<file path="src/rtl/rnn_gains_tx_pkg.sv">
// Shared constants, state encoding and frame helpers for the RNN gains transmitter.
// HDR_BYTE must stay in step with the receiver's frame decoder.
package rnn_gains_tx_pkg;

  localparam int unsigned FLOAT     = 32;
  localparam int unsigned NUM_GAINS = 22;
  localparam logic [7:0]  HDR_BYTE  = 8'hA5;

  localparam int unsigned BPW    = FLOAT / 8;
  localparam int unsigned WORDS  = NUM_GAINS + 1;
  localparam int unsigned VEC_W  = WORDS * FLOAT;
  localparam int unsigned GAIN_W = NUM_GAINS * FLOAT;
  localparam int unsigned WORD_W = (WORDS > 1) ? $clog2(WORDS) : 1;
  localparam int unsigned BYTE_W = (BPW > 1) ? $clog2(BPW) : 1;

  localparam logic [WORD_W-1:0] WORD_LAST = WORD_W'(WORDS - 1);
  localparam logic [BYTE_W-1:0] BYTE_LAST = BYTE_W'(BPW - 1);

  typedef enum logic [1:0] {
    StIdle = 2'd0,
    StHdr  = 2'd1,
    StData = 2'd2,
    StCsum = 2'd3
  } state_e;

  function automatic int unsigned frame_len();
    return 2 + WORDS * BPW;
  endfunction

endpackage

</file>
<file path="src/rtl/rnn_gains_tx_if.sv">
// Result-in and byte-out handshake bundle for rnn_gains_tx.
interface rnn_gains_tx_if;
  import rnn_gains_tx_pkg::*;

  logic              in_valid;
  logic              in_ready;
  logic [GAIN_W-1:0] gains;
  logic [FLOAT-1:0]  vad;
  logic [7:0]        tx_data;
  logic              tx_valid;
  logic              tx_ready;
  logic              busy;
  logic              frame_done;

  modport master (
    output in_valid, gains, vad, tx_ready,
    input  in_ready, tx_data, tx_valid, busy, frame_done
  );

  modport slave (
    input  in_valid, gains, vad, tx_ready,
    output in_ready, tx_data, tx_valid, busy, frame_done
  );

endinterface

</file>
<file path="src/rtl/rnn_word_byte_sel.sv">
// Picks byte byte_idx_i of word word_idx_i from the latched {gains, vad} vector.
module rnn_word_byte_sel
  import rnn_gains_tx_pkg::*;
(
  input  logic [VEC_W-1:0]  vec_i,
  input  logic [WORD_W-1:0] word_idx_i,
  input  logic [BYTE_W-1:0] byte_idx_i,
  output logic [7:0]        byte_o
);

  logic [31:0]      bit_pos;
  logic [VEC_W-1:0] shifted;

  always_comb begin
    bit_pos = (32'(word_idx_i) * BPW + 32'(byte_idx_i)) << 3;
    shifted = vec_i >> bit_pos;
    byte_o  = shifted[7:0];
  end

endmodule

</file>
<file path="src/rtl/rnn_gains_tx.sv">
// Frames one latched RNN result as header, vad, gains (LSB first) and XOR checksum bytes.
module rnn_gains_tx
  import rnn_gains_tx_pkg::*;
(
  input logic           clk,
  input logic           rst_n,
  rnn_gains_tx_if.slave bus
);

  state_e            state_q, state_d;
  logic [WORD_W-1:0] word_q, word_d;
  logic [BYTE_W-1:0] byte_q, byte_d;
  logic [7:0]        csum_q, csum_d;
  logic [VEC_W-1:0]  vec_q, vec_d;
  logic              in_ready_q, in_ready_d;
  logic              busy_q, busy_d;
  logic              tx_valid_q, tx_valid_d;
  logic              frame_done_q, frame_done_d;
  logic [7:0]        sel_byte;
  logic              tx_fire;

  rnn_word_byte_sel u_sel (
    .vec_i      (vec_q),
    .word_idx_i (word_q),
    .byte_idx_i (byte_q),
    .byte_o     (sel_byte)
  );

  assign tx_fire = tx_valid_q && bus.tx_ready;

  always_comb begin
    state_d      = state_q;
    word_d       = word_q;
    byte_d       = byte_q;
    csum_d       = csum_q;
    vec_d        = vec_q;
    in_ready_d   = in_ready_q;
    busy_d       = busy_q;
    tx_valid_d   = tx_valid_q;
    frame_done_d = 1'b0;
    unique case (state_q)
      StIdle: begin
        in_ready_d = 1'b1;
        if (bus.in_valid && in_ready_q) begin
          vec_d      = {bus.gains, bus.vad};
          csum_d     = 8'h00;
          word_d     = '0;
          byte_d     = '0;
          state_d    = StHdr;
          in_ready_d = 1'b0;
          busy_d     = 1'b1;
          tx_valid_d = 1'b1;
        end
      end
      StHdr: begin
        if (tx_fire) begin
          state_d = StData;
          word_d  = '0;
          byte_d  = '0;
        end
      end
      StData: begin
        if (tx_fire) begin
          csum_d = csum_q ^ sel_byte;
          if (byte_q == BYTE_LAST) begin
            byte_d = '0;
            if (word_q == WORD_LAST) begin
              state_d = StCsum;
            end else begin
              word_d = word_q + 1'b1;
            end
          end else begin
            byte_d = byte_q + 1'b1;
          end
        end
      end
      StCsum: begin
        if (tx_fire) begin
          state_d      = StIdle;
          tx_valid_d   = 1'b0;
          busy_d       = 1'b0;
          in_ready_d   = 1'b1;
          frame_done_d = 1'b1;
        end
      end
      default: state_d = StIdle;
    endcase
  end

  always_ff @(posedge clk or negedge rst_n) begin
    if (!rst_n) begin
      state_q      <= StIdle;
      word_q       <= '0;
      byte_q       <= '0;
      csum_q       <= 8'h00;
      vec_q        <= '0;
      in_ready_q   <= 1'b0;
      busy_q       <= 1'b0;
      tx_valid_q   <= 1'b0;
      frame_done_q <= 1'b0;
    end else begin
      state_q      <= state_d;
      word_q       <= word_d;
      byte_q       <= byte_d;
      csum_q       <= csum_d;
      vec_q        <= vec_d;
      in_ready_q   <= in_ready_d;
      busy_q       <= busy_d;
      tx_valid_q   <= tx_valid_d;
      frame_done_q <= frame_done_d;
    end
  end

  // Data is a pure function of registered state, so it holds steady through tx_ready stalls.
  always_comb begin
    bus.tx_data = 8'h00;
    unique case (state_q)
      StHdr:   bus.tx_data = HDR_BYTE;
      StData:  bus.tx_data = sel_byte;
      StCsum:  bus.tx_data = csum_q;
      default: bus.tx_data = 8'h00;
    endcase
  end

  assign bus.in_ready   = in_ready_q;
  assign bus.busy       = busy_q;
  assign bus.tx_valid   = tx_valid_q;
  assign bus.frame_done = frame_done_q;

endmodule

</file>
<file path="src/flat_wrapper.sv">
// flat-port wrapper written by rule: the top's interface ports become plain ports
module rnn_gains_tx_flat import rnn_gains_tx_pkg::*;
  (clk, rst_n, bus_in_valid, bus_gains, bus_vad, bus_tx_ready, bus_in_ready, bus_tx_data, bus_tx_valid, bus_busy, bus_frame_done);
  rnn_gains_tx_if bus_i ();
  input logic clk;
  input logic rst_n;
  input wire logic [$bits(bus_i.in_valid)-1:0] bus_in_valid;
  input wire logic [$bits(bus_i.gains)-1:0] bus_gains;
  input wire logic [$bits(bus_i.vad)-1:0] bus_vad;
  input wire logic [$bits(bus_i.tx_ready)-1:0] bus_tx_ready;
  output wire logic [$bits(bus_i.in_ready)-1:0] bus_in_ready;
  output wire logic [$bits(bus_i.tx_data)-1:0] bus_tx_data;
  output wire logic [$bits(bus_i.tx_valid)-1:0] bus_tx_valid;
  output wire logic [$bits(bus_i.busy)-1:0] bus_busy;
  output wire logic [$bits(bus_i.frame_done)-1:0] bus_frame_done;
  assign bus_i.in_valid = bus_in_valid;
  assign bus_i.gains = bus_gains;
  assign bus_i.vad = bus_vad;
  assign bus_i.tx_ready = bus_tx_ready;
  assign bus_in_ready = bus_i.in_ready;
  assign bus_tx_data = bus_i.tx_data;
  assign bus_tx_valid = bus_i.tx_valid;
  assign bus_busy = bus_i.busy;
  assign bus_frame_done = bus_i.frame_done;
  rnn_gains_tx u_core (.clk(clk), .rst_n(rst_n), .bus(bus_i));
endmodule
</file>
<file path="config.mk">
export PLATFORM = sky130hd
export DESIGN_NAME = rnn_gains_tx_flat
export DESIGN_NICKNAME = d
export VERILOG_FILES = /design/src/rtl/rnn_gains_tx_pkg.sv /design/src/rtl/rnn_gains_tx_if.sv /design/src/rtl/rnn_word_byte_sel.sv /design/src/rtl/rnn_gains_tx.sv /design/src/flat_wrapper.sv
export SDC_FILE = /design/constraint.sdc
export NUM_CORES = 2
export LEC_CHECK = 0
export CAP_MARGIN = 20
export CORE_AREA = 2 2 289 291
export CTS_BUF_LIST = sky130_fd_sc_hd__clkbuf_8
export CTS_CLUSTER_DIAMETER = 150
export CTS_CLUSTER_SIZE = 28
export DETAILED_ROUTE_END_ITERATION = 12
export DIE_AREA = 0 0 291 293
export MAX_ROUTING_LAYER = met4
export PLACE_DENSITY = 0.71
export SYNTH_ARGS = -nofsm -noshare
export SYNTH_HDL_FRONTEND = slang
export SYNTH_SLANG_ARGS = --single-unit
</file>
<file path="constraint.sdc">
create_clock -name clk -period 2.85 [get_ports clk]
set_input_delay 0.57 -clock clk [delete_from_list [all_inputs] [get_ports clk]]
set_output_delay 0.57 -clock clk [all_outputs]
set_load 0.005 [all_outputs]
</file>
# Yosys cells after proc, flatten, opt, wreduce, memory -nomap -nowiden
# Cells that the tools add are included.
# classes
add_sub_neg,3
bitwise_logic,1
reduce_logical,13
muxes,29
eq_ne,12
shift,1
# op_table
cell,count
>> shifter 736 x 11 -> 8 bit,1
2-to-1 mux 5 bit,5
case mux 8 bit (3 select lines),1
2-to-1 mux 2 bit,9
2-to-1 mux 8 bit,2
case mux 8 bit (2 select lines),1
case mux 5 bit (3 select lines),1
"inequality test 2 x 1 -> 1 bit, second input constant",6
AND reduction 6 bit,2
adder 7 x 2 -> 8 bit,1
case mux 2 bit (4 select lines),1
bitwise XOR 8 bit,1
"== test 2 bit, second input constant",3
2-to-1 mux 1 bit,6
case mux 2 bit (3 select lines),1
AND reduction 3 bit,2
"adder 5 x 1 -> 5 bit, second input constant",1
"== test 5 bit, second input constant",1
case mux 1 bit (2 select lines),2
AND reduction 2 bit,2
AND reduction 4 bit,1
nonzero test 2 bit,2
nonzero test 3 bit,1
"adder 2 x 1 -> 2 bit, second input constant",1
other kinds (4),5
# totals
reg_bits,756

# Logic depth before layout (Yosys ltp)
# depth
ltp_word,5
mapped_depth,12

# Modules after synthesis
# From an unflattened synthesis, not the netlist that was laid out.
# unflattened
cells_unflattened,2219
area_unflattened_um2,34483.1
# by_module_without_submodules
module,n_inst,cells_per_inst,seq_area_each_um2,area_each_um2
rnn_gains_tx,1,1688,18918.1,28352.2
rnn_word_byte_sel,1,531,0.0,6130.9

# Worst setup path after synthesis
# No wires, ideal clock.
# synth_timing
kind,register to output
from,register u_core.word_q[0]
to,output bus_tx_data[1]
setup_slack_ns,0.074
arrival_ns,2.206
stages_incl_launch_ff,10
n_path_buf,3
path_cell_list,dfrtp_1 buf_4 buf_4 buf_2 nor2_1 o2111ai_1 and4_1 or2_0 a21o_1 a211oi_1
# synth_via
elab_chain_cells,3
# synth_lines
element,line,source
from (decl),rnn_gains_tx.sv:11,"logic [WORD_W-1:0] word_q, word_d;"
from (signal assigned),rnn_gains_tx.sv:103,word_q <= word_d;
adder 7 x 2 -> 8 bit,rnn_word_byte_sel.sv:15,bit_pos = (32'(word_idx_i) * BPW + 32'(byte_idx_i)) << 3;
>> shifter 736 x 11 -> 8 bit,rnn_word_byte_sel.sv:16,shifted = vec_i >> bit_pos;
case mux 8 bit (3 select lines),rnn_gains_tx.sv:117,unique case (state_q)
to (decl),flat_wrapper.sv:12,output wire logic [$bits(bus_i.tx_data)-1:0] bus_tx_data;
# No other way between the ends.

# Final worst setup path
# layout_timing
from,register u_core.byte_q[1]
to,output bus_tx_data[3]
# layout_via
elab_chain_cells,3
# layout_lines
element,line,source
from (decl),rnn_gains_tx.sv:12,"logic [BYTE_W-1:0] byte_q, byte_d;"
from (signal assigned),rnn_gains_tx.sv:104,byte_q <= byte_d;
adder 7 x 2 -> 8 bit,rnn_word_byte_sel.sv:15,
>> shifter 736 x 11 -> 8 bit,rnn_word_byte_sel.sv:16,
case mux 8 bit (3 select lines),rnn_gains_tx.sv:117,
# No other way between the ends.

==> results.yml <==
outcome:
  status: "finished, violations left"
  violations: "setup timing"
yosys:
  synthXorXnorAreaFrac_pct: 0
  synth_top_area_share_pct: 54.4
  synth_fa_ha_area_share_pct: 0.252
  synth_edf_count: 0
  synth_warnings: 0
  synthMuxAreaShare_pct: 35.7
  synth_flop_cell: "dfrtp_1"
  syn_avg_cell_area_um2: 14.7
  async_reset_ff_share_pct: 100
  synth_top_family_by_area: "multiplexers"
  synth-compound-area-share_pct: 4.54
  ys_seq_area_share_pct: 54.4
  syn_nets: 3115
  ys_ff_latch: 756
  synth_area_leaders: "dfrtp_1, mux2_2, mux4_2"
  synthSimpleGateAreaFrac_pct: 2.54
  post-synth-top-area-cell: "dfrtp_1"
  synthesis.area_um2: 34800
  synth_cell_type_count: 59
  synth_common_cells: "dfrtp_1, mux2_2, mux2i_1, clkbuf_1, mux4_2"
  synth_cells: 2368
  synth.most_common_cell: "dfrtp_1"
cells_and_area:
  drive_above_1_share_pct: 39.9
  nNetsFinal: 4059
  finish.utilization_pct: 57.9
  syn_to_final_growth_pct: 36.3
  final_cells: 4440
die:
  num_rows: 105
  io_pins: 752
  die_h_um: 293
  dieArea_um2: 85300
  fp.dieW_um: 291
  initial_utilization_pct: 42.5
  coreArea_um2: 81800
place:
  dp_worst_setup_slack_ns: -0.993
  place_inst: 4306
  dp_hpwl_um: 95000
  port_buffers: 751
  gp_congestion: 0.911
global_routing:
  grt_pass1_wl_um: 175000
  antenna_found_initial: 55
  grt_start_max_net_pins: 98
  grt_pass1_vias: 26677
  globalRouteTotalUtil_pct: 28.7
  grt_overflow_total: 0
clock_network:
  htreeDepth: 1
  clkLatencyLatePin_ns: 0.77
  clock-root-buffer: "clkbuf_8"
  cts-buffers-inserted: 30
  path_clk_slew_ns: 0.20
  clockBufferDepth: 3
  cts.sinks: 756
  cts_tree: "yes"
timing:
  rsz0062_at_grt: "true"
  skew_ns: 0.0356
  worst_pin_slew_ns: 0.712
  max_freq_mhz: 246
  post-route-period-util_pct: 143
  hold_violations: 0
  slew_headroom_pct: 52.3
  holdWs_ns: 0.350
  fin_ws_ns: -1.22
  period_minus_slack_ns: 4.07
  setup_violations: 9
  slew_viol_final: 0
critical_path:
  setup.worst_path.class: "flop to output port"
  arrival_ns: 3.50
  crit_path_max_fanout: 6
  worst-r2r-setup-slack_ns: -0.15
  r2r-end: "u_core.csum_q[4]"
  endpoint: "bus_tx_data[3]"
  r2r_cells: 9
  cp_data_required_time_ns: 2.28
  reg2reg_from: "u_core.byte_q[1]"
  cp-startpoint: "u_core.byte_q[1]"
  cp-start-kind: "flop"
  worst_setup_path_end_kind: "output port"
drt:
  routedWlPerCell_um: 27.3
  totalWireLength_um: 121000
  drtPass1Iterations: 4
  drcViolationCount: 0
  antenna_left: 0
  drt-initial-drc-count: 1504
  vias: 24367
  viasPerCell: 5.49
pwr:
  combPwrFrac_pct: 47.3
  p_clk_share_pct: 9.4
  seqPwrFrac_pct: 43.3
  p_leak_nw: 19.4
  swShare_pct: 34.5
  power_density_nw_per_um2: 946
  vdd.ir_drop.worst_mv: 0.519
  internal-power_mw: 29.4
  switching_power_mw: 15.5
worst_hold_path:
  hold_path_class: "primary input to async pin"
flow_run:
  maxCapViolCount: 0
-- how the worst min path moves through the flow --
stage	slack, ns	start	to
global placement	0.48	u_core.vec_q[360]	u_core.vec_q[360]
finish	0.35	rst_n	u_core.vec_q[712]
detailed placement	0.49	u_core.vec_q[687]	u_core.vec_q[687]
floorplan	0.27	rst_n	u_core.bus.busy
global route	0.35	rst_n	u_core.vec_q[712]
CTS	0.33	rst_n	u_core.csum_q[1]
-- power by group through the flow --
stage | registers, mW | logic (mW) | clock network [mW]
2_1_floorplan | 18.1 | 12.5 | 0
3_3_place_gp | 19.2 | 19.2 | 0
3_5_place_dp | 19.6 | 19.7 | 0
4_1_cts | 19.3 | 20.8 | 4.36
5_1_grt | 19.9 | 22.5 | 4.68
6_report | 19.4 | 21.2 | 4.23
-- kinds of logic after synthesis --
logic type / Yosys count
flops: 756
fa+ha+maj: 7
buf+inv: 181
mux: 1017
compound gates: 224
simple gates: 183
-- worst max-delay path: stages, from the launching register on --
cell and delay [ns]:
dfrtp_4 0.59, buf_12 0.19, buf_16 0.14, mux4_2 0.52
mux2_4 0.31, nand2_2 0.06, nand4_1 0.19, buf_6 0.20
a221oi_4 0.25, a211oi_2 0.11, buf_2 0.16
-- flip-flops by register name, summed over array words and instances (netlist names) --
| register | cells |
|---|---|
| u_core.word_q | 5 |
| u_core.bus.in_ready | 1 |
| u_core.vec_q | 736 |
| u_core.bus.frame_done | 1 |
| u_core.bus.busy | 1 |
| u_core.state_q | 2 |
| u_core.csum_q | 8 |
| u_core.byte_q | 2 |
-- placed cells by master, fill, tap and decap left out, types with 10 or more instances in the layout --
master,netlist,final
buf_4,26,245
a221oi_1,34,17
clkbuf_8,0,31
o21ai_2,0,10
inv_1,11,13
buf_12,0,56
mux2_2,741,737
a221oi_2,0,14
nand2_1,64,60
mux4_2,99,102
diode_2,0,56
nor2_1,34,30
a21oi_1,30,24
nand2b_1,10,10
a22oi_1,51,42
mux2i_1,174,168
clkdlybuf4s50_1,0,742
dfrtp_1,756,751
o21ai_1,0,10
buf_6,13,17
o21ai_0,46,24
-- cell type report --
type                       instances  area, um^2
fill                            6475       34500
sequential                       756       18900
multi-input combinational       1432       15600
timing repair buffer            1080       10900
tap                             1070        1340
clock buffer                      31         427
antenna                           56         140
inverter                          12        45.0
clock inverter                     3        11.3
-- timing repair --
action,CTS,global route
pin swaps,40,38
setup buffers,20,21
hold buffers,1,0
resized for setup,167,52
endpoints found under the setup margin,14,15
cloned,7,2
endpoints found under the hold margin,42,0
-- per-layer routing --
metal  wire [um]  vias up  GRT usage, %
met5           0        -             -
met4        5670        0          12.5
met3        5840      200          3.64
met2       61700      798          48.6
met1       47900    12663          34.7
li1            -    10706             -
-- per-stage QoR --
step	instance area, um^2	TNS [ns]	total power [mW]
floorplan	34800	0	30.6
global placement	45600	-7.78	38.4
detailed placement	45600	-7.82	39.3
CTS	46900	-9.85	44.5
global route	47400	-10.43	47.1
finish	47400	-9.57	44.8
(Power assumes the default switching activity.)
